===== src/rtl/pipeline_ctrl_pkg.sv =====
// Shared types and defaults for the pipeline stall/flush sequencer.
// Holds the FSM encoding, the packed control bundle and the RUN-priority helper.
package pipeline_ctrl_pkg;

  localparam int STATE_W         = 2;
  localparam int WAIT_W          = 10;
  localparam int DEF_MEM_TIMEOUT = 64;
  localparam int DEF_CNT_W       = 16;

  typedef enum logic [STATE_W-1:0] {
    ST_RUN      = 2'd0,
    ST_MEM_WAIT = 2'd1,
    ST_TIMEOUT  = 2'd2
  } ctrl_state_t;

  typedef struct packed {
    logic freeze_pc;
    logic freeze_if_id;
    logic bubble_id_exe;
    logic flush_if_id;
    logic freeze_all;
  } ctrl_out_t;

  // Branch beats hazard: the hazarding instruction is squashed by the flush.
  function automatic ctrl_out_t run_priority(input logic branch_taken,
                                             input logic hazard_detected);
    ctrl_out_t c;
    c = '0;
    if (branch_taken) begin
      c.flush_if_id   = 1'b1;
      c.bubble_id_exe = 1'b1;
    end else if (hazard_detected) begin
      c.freeze_pc     = 1'b1;
      c.freeze_if_id  = 1'b1;
      c.bubble_id_exe = 1'b1;
    end
    return c;
  endfunction

endpackage


===== src/rtl/pipeline_stall_controller_if.sv =====
// Bundle of hazard/branch/SRAM inputs and freeze/flush/debug outputs.
// Handshake: a MEM access is outstanding while mem_req=1 and completes in the
// first cycle that also has sram_ready=1; mem_req stays high through that cycle.
interface pipeline_stall_controller_if #(
  parameter int CNT_W = 16
);
  logic             hazard_detected;
  logic             branch_taken;
  logic             mem_req;
  logic             sram_ready;
  logic             stat_clr;
  logic             freeze_pc;
  logic             freeze_if_id;
  logic             bubble_id_exe;
  logic             flush_if_id;
  logic             freeze_all;
  logic             mem_timeout;
  logic [CNT_W-1:0] stall_count;
  logic [1:0]       ctrl_state;

  modport master (
    output hazard_detected, branch_taken, mem_req, sram_ready, stat_clr,
    input  freeze_pc, freeze_if_id, bubble_id_exe, flush_if_id, freeze_all,
    input  mem_timeout, stall_count, ctrl_state
  );

  modport slave (
    input  hazard_detected, branch_taken, mem_req, sram_ready, stat_clr,
    output freeze_pc, freeze_if_id, bubble_id_exe, flush_if_id, freeze_all,
    output mem_timeout, stall_count, ctrl_state
  );
endinterface


===== src/rtl/sat_counter.sv =====
// Saturating up-counter with synchronous active-low reset and clear.
// Clear wins over increment; the count sticks at all-ones.
module sat_counter #(
  parameter int W = 16
) (
  input  logic         clk,
  input  logic         rst,
  input  logic         clr,
  input  logic         inc,
  output logic [W-1:0] count
);

  always_ff @(posedge clk) begin
    if (!rst || clr) begin
      count <= '0;
    end else if (inc && (count != '1)) begin
      count <= count + 1'b1;
    end
  end

endmodule


===== src/rtl/pipeline_stall_controller.sv =====
// Stall/flush sequencer for the 5-stage pipeline: Mealy freeze/flush/bubble
// controls, SRAM wait watchdog and a saturating stall-cycle counter.
module pipeline_stall_controller
  import pipeline_ctrl_pkg::*;
#(
  parameter int MEM_TIMEOUT = DEF_MEM_TIMEOUT,
  parameter int CNT_W       = DEF_CNT_W
) (
  input logic                        clk,
  input logic                        rst,
  pipeline_stall_controller_if.slave bus
);

  localparam logic [WAIT_W-1:0] TIMEOUT_LIM = WAIT_W'(MEM_TIMEOUT);

  ctrl_state_t       state, state_next;
  logic [WAIT_W-1:0] wait_cnt, wait_next, cur_wait;
  logic              mem_timeout_q;
  ctrl_out_t         ctl;
  logic [CNT_W-1:0]  stall_count;

  always_ff @(posedge clk) begin
    if (!rst) begin
      state         <= ST_RUN;
      wait_cnt      <= '0;
      mem_timeout_q <= 1'b0;
    end else begin
      state    <= state_next;
      wait_cnt <= wait_next;
      if (state_next == ST_TIMEOUT) begin
        mem_timeout_q <= 1'b1;
      end
    end
  end

  // cur_wait is the ordinal of the current not-ready cycle within the access.
  always_comb begin
    state_next = state;
    wait_next  = wait_cnt;
    ctl        = '0;
    cur_wait   = wait_cnt + 1'b1;
    case (state)
      ST_RUN: begin
        if (bus.mem_req && !bus.sram_ready) begin
          ctl.freeze_all = 1'b1;
          if (TIMEOUT_LIM <= 1) begin
            state_next = ST_TIMEOUT;
            wait_next  = '0;
          end else begin
            state_next = ST_MEM_WAIT;
            wait_next  = WAIT_W'(1);
          end
        end else begin
          ctl = run_priority(bus.branch_taken, bus.hazard_detected);
        end
      end
      ST_MEM_WAIT: begin
        if (!bus.sram_ready) begin
          ctl.freeze_all = 1'b1;
          if (cur_wait >= TIMEOUT_LIM) begin
            state_next = ST_TIMEOUT;
            wait_next  = '0;
          end else begin
            wait_next = cur_wait;
          end
        end else begin
          // Completion cycle: mem_req is still high but must not re-arm the wait.
          ctl        = run_priority(bus.branch_taken, bus.hazard_detected);
          state_next = ST_RUN;
          wait_next  = '0;
        end
      end
      ST_TIMEOUT: begin
        ctl.freeze_all = 1'b1;
      end
      default: begin
        state_next = ST_RUN;
        wait_next  = '0;
      end
    endcase

    if (ctl.freeze_all) begin
      ctl.freeze_pc     = 1'b1;
      ctl.freeze_if_id  = 1'b1;
      ctl.bubble_id_exe = 1'b0;
      ctl.flush_if_id   = 1'b0;
    end

    if (!rst) begin
      ctl = '0;
    end
  end

  sat_counter #(.W(CNT_W)) u_stall_cnt (
    .clk   (clk),
    .rst   (rst),
    .clr   (bus.stat_clr),
    .inc   (ctl.freeze_pc),
    .count (stall_count)
  );

  assign bus.freeze_pc     = ctl.freeze_pc;
  assign bus.freeze_if_id  = ctl.freeze_if_id;
  assign bus.bubble_id_exe = ctl.bubble_id_exe;
  assign bus.flush_if_id   = ctl.flush_if_id;
  assign bus.freeze_all    = ctl.freeze_all;
  assign bus.mem_timeout   = mem_timeout_q;
  assign bus.stall_count   = stall_count;
  assign bus.ctrl_state    = state;

endmodule


===== src/flat_wrapper.sv =====
// flat-port wrapper written by rule: the top's interface ports become plain ports
module pipeline_stall_controller_flat import pipeline_ctrl_pkg::*;
#(
  parameter int MEM_TIMEOUT = DEF_MEM_TIMEOUT,
  parameter int CNT_W       = DEF_CNT_W
)
  (clk, rst, bus_hazard_detected, bus_branch_taken, bus_mem_req, bus_sram_ready, bus_stat_clr, bus_freeze_pc, bus_freeze_if_id, bus_bubble_id_exe, bus_flush_if_id, bus_freeze_all, bus_mem_timeout, bus_stall_count, bus_ctrl_state);
  pipeline_stall_controller_if #(.CNT_W(CNT_W)) bus_i ();
  input logic clk;
  input logic rst;
  input wire logic [$bits(bus_i.hazard_detected)-1:0] bus_hazard_detected;
  input wire logic [$bits(bus_i.branch_taken)-1:0] bus_branch_taken;
  input wire logic [$bits(bus_i.mem_req)-1:0] bus_mem_req;
  input wire logic [$bits(bus_i.sram_ready)-1:0] bus_sram_ready;
  input wire logic [$bits(bus_i.stat_clr)-1:0] bus_stat_clr;
  output wire logic [$bits(bus_i.freeze_pc)-1:0] bus_freeze_pc;
  output wire logic [$bits(bus_i.freeze_if_id)-1:0] bus_freeze_if_id;
  output wire logic [$bits(bus_i.bubble_id_exe)-1:0] bus_bubble_id_exe;
  output wire logic [$bits(bus_i.flush_if_id)-1:0] bus_flush_if_id;
  output wire logic [$bits(bus_i.freeze_all)-1:0] bus_freeze_all;
  output wire logic [$bits(bus_i.mem_timeout)-1:0] bus_mem_timeout;
  output wire logic [$bits(bus_i.stall_count)-1:0] bus_stall_count;
  output wire logic [$bits(bus_i.ctrl_state)-1:0] bus_ctrl_state;
  assign bus_i.hazard_detected = bus_hazard_detected;
  assign bus_i.branch_taken = bus_branch_taken;
  assign bus_i.mem_req = bus_mem_req;
  assign bus_i.sram_ready = bus_sram_ready;
  assign bus_i.stat_clr = bus_stat_clr;
  assign bus_freeze_pc = bus_i.freeze_pc;
  assign bus_freeze_if_id = bus_i.freeze_if_id;
  assign bus_bubble_id_exe = bus_i.bubble_id_exe;
  assign bus_flush_if_id = bus_i.flush_if_id;
  assign bus_freeze_all = bus_i.freeze_all;
  assign bus_mem_timeout = bus_i.mem_timeout;
  assign bus_stall_count = bus_i.stall_count;
  assign bus_ctrl_state = bus_i.ctrl_state;
  pipeline_stall_controller #(.MEM_TIMEOUT(MEM_TIMEOUT), .CNT_W(CNT_W)) u_core (.clk(clk), .rst(rst), .bus(bus_i));
endmodule

===== config.mk =====
export PLATFORM = sky130hd
export DESIGN_NAME = pipeline_stall_controller_flat
export DESIGN_NICKNAME = d
export VERILOG_FILES = /design/src/rtl/pipeline_ctrl_pkg.sv /design/src/rtl/pipeline_stall_controller_if.sv /design/src/rtl/sat_counter.sv /design/src/rtl/pipeline_stall_controller.sv /design/src/flat_wrapper.sv
export SDC_FILE = /design/constraint.sdc
export NUM_CORES = 1
export LEC_CHECK = 0
export ABC_AREA = 1
export BUFFER_PORTS_ARGS = -buffer_cell sky130_fd_sc_hd__buf_4
export CORE_ASPECT_RATIO = 0.75
export CORE_MARGIN = 2
export CORE_UTILIZATION = 40
export CTS_BUF_LIST = sky130_fd_sc_hd__clkbuf_4 sky130_fd_sc_hd__clkbuf_8
export CTS_CLUSTER_DIAMETER = 150
export DETAILED_ROUTE_END_ITERATION = 16
export SLEW_MARGIN = 15
export SYNTH_ARGS = -nofsm -noshare
export SYNTH_HDL_FRONTEND = slang
export SYNTH_SLANG_ARGS = --single-unit

===== constraint.sdc =====
create_clock -name clk -period 1.98 [get_ports clk]
set_input_delay 0.297 -clock clk [delete_from_list [all_inputs] [get_ports clk]]
set_output_delay 0.297 -clock clk [all_outputs]
set_load 0.01 [all_outputs]

Word level (Yosys, flattened, before mapping)
Index checks and enable logic that the tools add are counted.

storage, ports and cells
  register bits after elaboration = 29
  input bits = 7
  output and inout port bits = 24
  word-level logic and storage cells = 40

operators by class
  add/sub/neg operators = 2
  $lt $le $gt $ge = 1
  eq/ne operators = 5
  muxes and demuxes = 20
  bitwise gates (word level) = 1
  reduce and logical (&&, ||, !) cells = 7

operator list
  cell                   number
  $mux 10                3
  $pmux 10 s3            1
  $add 16x1->16 const B  1
  $ne 16x16->1 const B   1
  $mux 4                 3
  $add 10x1->10 const B  1
  $ge 10x7->1 const B    1
  $mux 2                 4
  $pmux 4 s2             1
  $pmux 2 s3             1
  $mux 5                 1
  $eq 2x2->1 const B     2
  $mux 1                 4
  $mux 3                 1
  $pmux 1 s3             1
  $eq 2x1->1 const B     1
  $logic_and 1x1->1      2
  $logic_not 1->1        2
  $logic_not 2->1        1
  $ne 2x1->1 const B     1
  $reduce_and 2->1       1
  $logic_or 1x1->1       1
  $not 1->1              1

Longest topological paths before layout
  depth in word-level cells = 7
  gate-level depth with buffers = 10
  mapped depth without buffers = 10

Cells and area by module
Synthesis repeated with hierarchy kept, for this count alone.

unflattened totals
  cell total of the unflattened synthesis = 262
  area, all modules = 1,769.2 µm²

by module, submodules not included
  module                     instances  cells each  area an instance (µm²)  sequential area each (µm²)
  sat_counter                1          145         962.2                   320.3
  pipeline_stall_controller  1          117         807.0                   260.2

Least setup slack after synthesis
OpenSTA, ideal clock, no wires.

  path type = register to register
  start = reg u_core.u_stall_cnt.count[0]
  end = reg u_core.u_stall_cnt.count[12]
  library setup time = 70 ps
  data arrival time = 1,634 ps
  required time = 1,910 ps
  slack = 276 ps
  stages on the path, launching flop included = 11
  buffers on the path = 1
  clock period less this slack = 1,704 ps
  path through = dfxtp_1 > ha_1 > nand2_2 > nor3_4 > nand3_2 > nor2_4 > inv_2 > nand2_4 > buf_6 > nand2_1 > a21oi_1

between the ends
  longest elaborated chain between the ends = 2
  elaborated cells between the ends (all ways) = 3
  those cells by class = add/sub: 1; eq/ne: 1; reduce/logical: 1

ends and longest elaborated chain
  what                                                                   RTL line           RTL
  start, declared                                                        sat_counter.sv:10  output logic [W-1:0] count
  start signal, assigned                                                 sat_counter.sv:17  count <= count + 1'b1;
  parallel branches: the longest is 2 deep, another holds $add 16x1->16  --

Several ways; the timed one is not identified.
A chain may end at the register's enable or synchronous reset.

Final worst setup path
  start = reg u_core.state[0], in the netlist u_core.bus.ctrl_state[0]
  end = out bus_freeze_pc

between the ends
  longest elaborated chain between the ends = 4
  elaborated cells between the ends (all ways) = 7
  those cells by class = eq/ne: 2; mux: 4; reduce/logical: 1

ends and longest elaborated chain
  what                                             RTL line                         RTL
  start, declared                                  pipeline_stall_controller.sv:16  ctrl_state_t state, state_next;
  start signal, assigned                           pipeline_stall_controller.sv:28  state <= state_next;
  $eq 2x2->1 (tied with other cells)               pipeline_stall_controller.sv:42  case (state)
  $pmux 1 s3 / $pmux 4 s2 (equally long branches)  pipeline_stall_controller.sv:42
  $mux 4 *                                         pipeline_stall_controller.sv:82  if (ctl.freeze_all) begin
  $mux 5 *                                         pipeline_stall_controller.sv:89  if (!rst) begin
  end, declared                                    flat_wrapper.sv:16               output wire logic [$bits(bus_i.freeze_pc)-1:0] bus_freeze_pc;

Mark *: on every way between the ends. The rest lies on a longest branch, timed or not.

==> impl_metrics.csv <==
group,metric,value,unit
timing,finalHoldViolCount,0,
die,die_area,4820,µm²
synth,synthArstFlopShare,0,
global_routing,grt_max_degree,16,
global_routing,antenna_found_initial,0,
die,die_h,60.7,µm
placement,dpl.hpwl,3160,µm
global_routing,grt_usage,0.190,
cts,insertion_delay,280,ps
routing,dr.first_iter.drc_count,141,
cts,htreeDepth,2,
cts,clockRootBuffer,"clkbuf_8",
timing,finalCritPeriodShare,0.941,
timing,fmax,0.537,GHz
timing,min_period,1860,ps
timing,layout_setup_ws,116,ps
global_routing,grt_pass1_wl,7000,µm
worst_setup_path,cp.required,1680,ps
worst_setup_path,criticalPathCategory,"flip-flop to output port",
power,power.leakage,0.888,nW
cts,path_clk_slew,60,ps
timing,rsz0062_at_grt,"false",
synth,synth_cells,256,
status,run_status,"finished clean",
hold_path,hp-class,"input port to flip-flop",
die,core.rowCount,20,
die,core,4080,µm²
layout,stdcell_area,2130,µm²
layout,area_growth,24.2,%
worst_setup_path,r2r_setup_slack,200,ps
layout,num-nets-final,307,
power,peakVddDrop,0.328,mV
timing,slew_headroom,0.699,
routing,wl,4080,µm
cts,cts_buffer_depth,2,
layout,final_common_cell,"nand2_1",
synth,yosys_warnings,0,
timing,tightest_slew,450,ps
layout,drive_gt1_frac,0.182,
timing,finalSetupTns,0,ps
layout,layout_common_cells,"nand2_1 (70), buf_4 (37), nor2_1 (31), dfxtp_1 (29), nand3_1 (25)",
placement,globalplace.congestion,0.843,
routing,first_pass_iters,4,
synth,ys_ff_latch,29,
synth,ys_seq_area_frac,0.339,
global_routing,overflow,0,
synth,synth_flop_cell,"dfxtp_1",
synth,synth_edf_count,0,
placement,pre_cts_ws,204,ps
cts,cts_tree,"built",
die,io_pins,31,
synth,syn_area,1710,µm²
cts,cts-resized-gates,0,
timing,skew,8.59,ps
routing,vias_per_cell,4.75,
flow_run,cap_viol_max_count,0,
routing,wl_per_cell,11.6,µm
timing,slew_violations,0,
worst_setup_path,worstRegToRegCells,9,
die,die_w,79.5,µm
cts,cts_setup_buffers,0,
worst_setup_path,cp-end-kind,"output port",
synth,synth_nets,266,
worst_setup_path,crit_arrival,1570,ps
hold_path,min_path_cells,3,
die,initial_core_util,0.420,
synth,yosysUniqueCellTypes,25,
routing,drc_errors,0,
worst_setup_path,worstSetupStartpointType,"flip-flop",
worst_setup_path,critPathMaxFanout,10,
timing,setup_viol,0,
placement,place_area,2040,µm²
placement,portBuffers,30,
power,power_density,575,nW/µm²
layout,n_fill_cell,410,
global_routing,grt_pass1_vias,1467,
cts,hold_buffers,0,
routing,vias,1672,
layout,antennaDiodeCount,0,
routing,postRouteAntennaNets,0,
cts,cts.sinks,29,
synth,synth_area_per_cell,6.69,µm²
cts,cts_buffers,5,
layout,utilization,0.521,
==> stage by stage <==
stage	hold WS, ps	total power (W)	cells
after floorplan	407	0.000680	256
after global placement	440	0.000731	345
after detailed placement	442	0.000732	345
after CTS	263	0.00123	352
after global routing	287	0.00127	352
final	272	0.00122	352
==> report_power, final <==
part	internal, W	switching (W)
clock network	0.000289	0.000215
logic	0.0000466	0.0000762
registers	0.000590	0.00000573
==> layer usage <==
metal | wire length, µm | GRT usage | vias up | part of all wire
met2 | 1490 | 0.236 | 45 | 0.37
met4 | 11 | 0.0591 | 0 | 0.0027
met5 | 0 | 0 | - | 0
met3 | 248 | 0.0521 | 2 | 0.061
met1 | 2330 | 0.304 | 719 | 0.57
li1 | - | - | 906 | -
==> synth_stat cells, types with 2 or more instances <==
library cell  count  area [µm²]
nor3_1            9        45.0
nand2_2           2        12.5
nand3_1          25         125
xor2_1           14         123
inv_1            24        90.1
inv_2             2        7.51
nand2_1          70         263
nor2_1           31         116
xnor2_1           4        35.0
a21oi_1          21         105
dfxtp_1          29         581
nand4_1           7        43.8
ha_1              3        37.5
o21ai_0           4        20.0
==> state kept, by name (all words and copies together) (netlist names) <==
name,count
u_core.bus.ctrl_state,2
u_core.wait_cnt,10
u_core.u_stall_cnt.count,16
u_core.bus.mem_timeout,1
==> final cells by class <==
type | instances | area [µm²] | area share
well taps | 55 | 68.8 | 0.0324
flip-flops and latches | 29 | 581 | 0.273
inverters | 26 | 97.6 | 0.0459
clock buffers | 7 | 90.1 | 0.0424
repair buffers | 37 | 278 | 0.131
multi-input cells | 198 | 1010 | 0.476
==> critical path: stages (launching register included) <==
cell and delay [ps]:
dfxtp_1 410, nand2_1 100, o21ai_0 200, nand4_1 180, nand2_2 230, buf_4 170
==> logic make-up after synthesis <==
kind of cell / after synthesis / synth area share
adders and majority gates: 3 / 0.0219
and+or+nand+nor: 149 / 0.388
xor gates and xnor gates: 18 / 0.0921
muxes: 1 / 0.00585
buffers and inverters: 29 / 0.0702
AOI/OAI and AO/OA: 27 / 0.0826
DFF: 29 / 0.339
==> final timing paths <==
| check | endpoint | start |
|---|---|---|
| max reg2reg | u_core.u_stall_cnt.count[9] | u_core.u_stall_cnt.count[1] |
| min | u_core.bus.mem_timeout | rst |
| min reg2reg | u_core.bus.mem_timeout | u_core.bus.mem_timeout |
| max | bus_freeze_pc | u_core.bus.ctrl_state[0] |
Note: power is estimated with default switching activity, not from simulation.
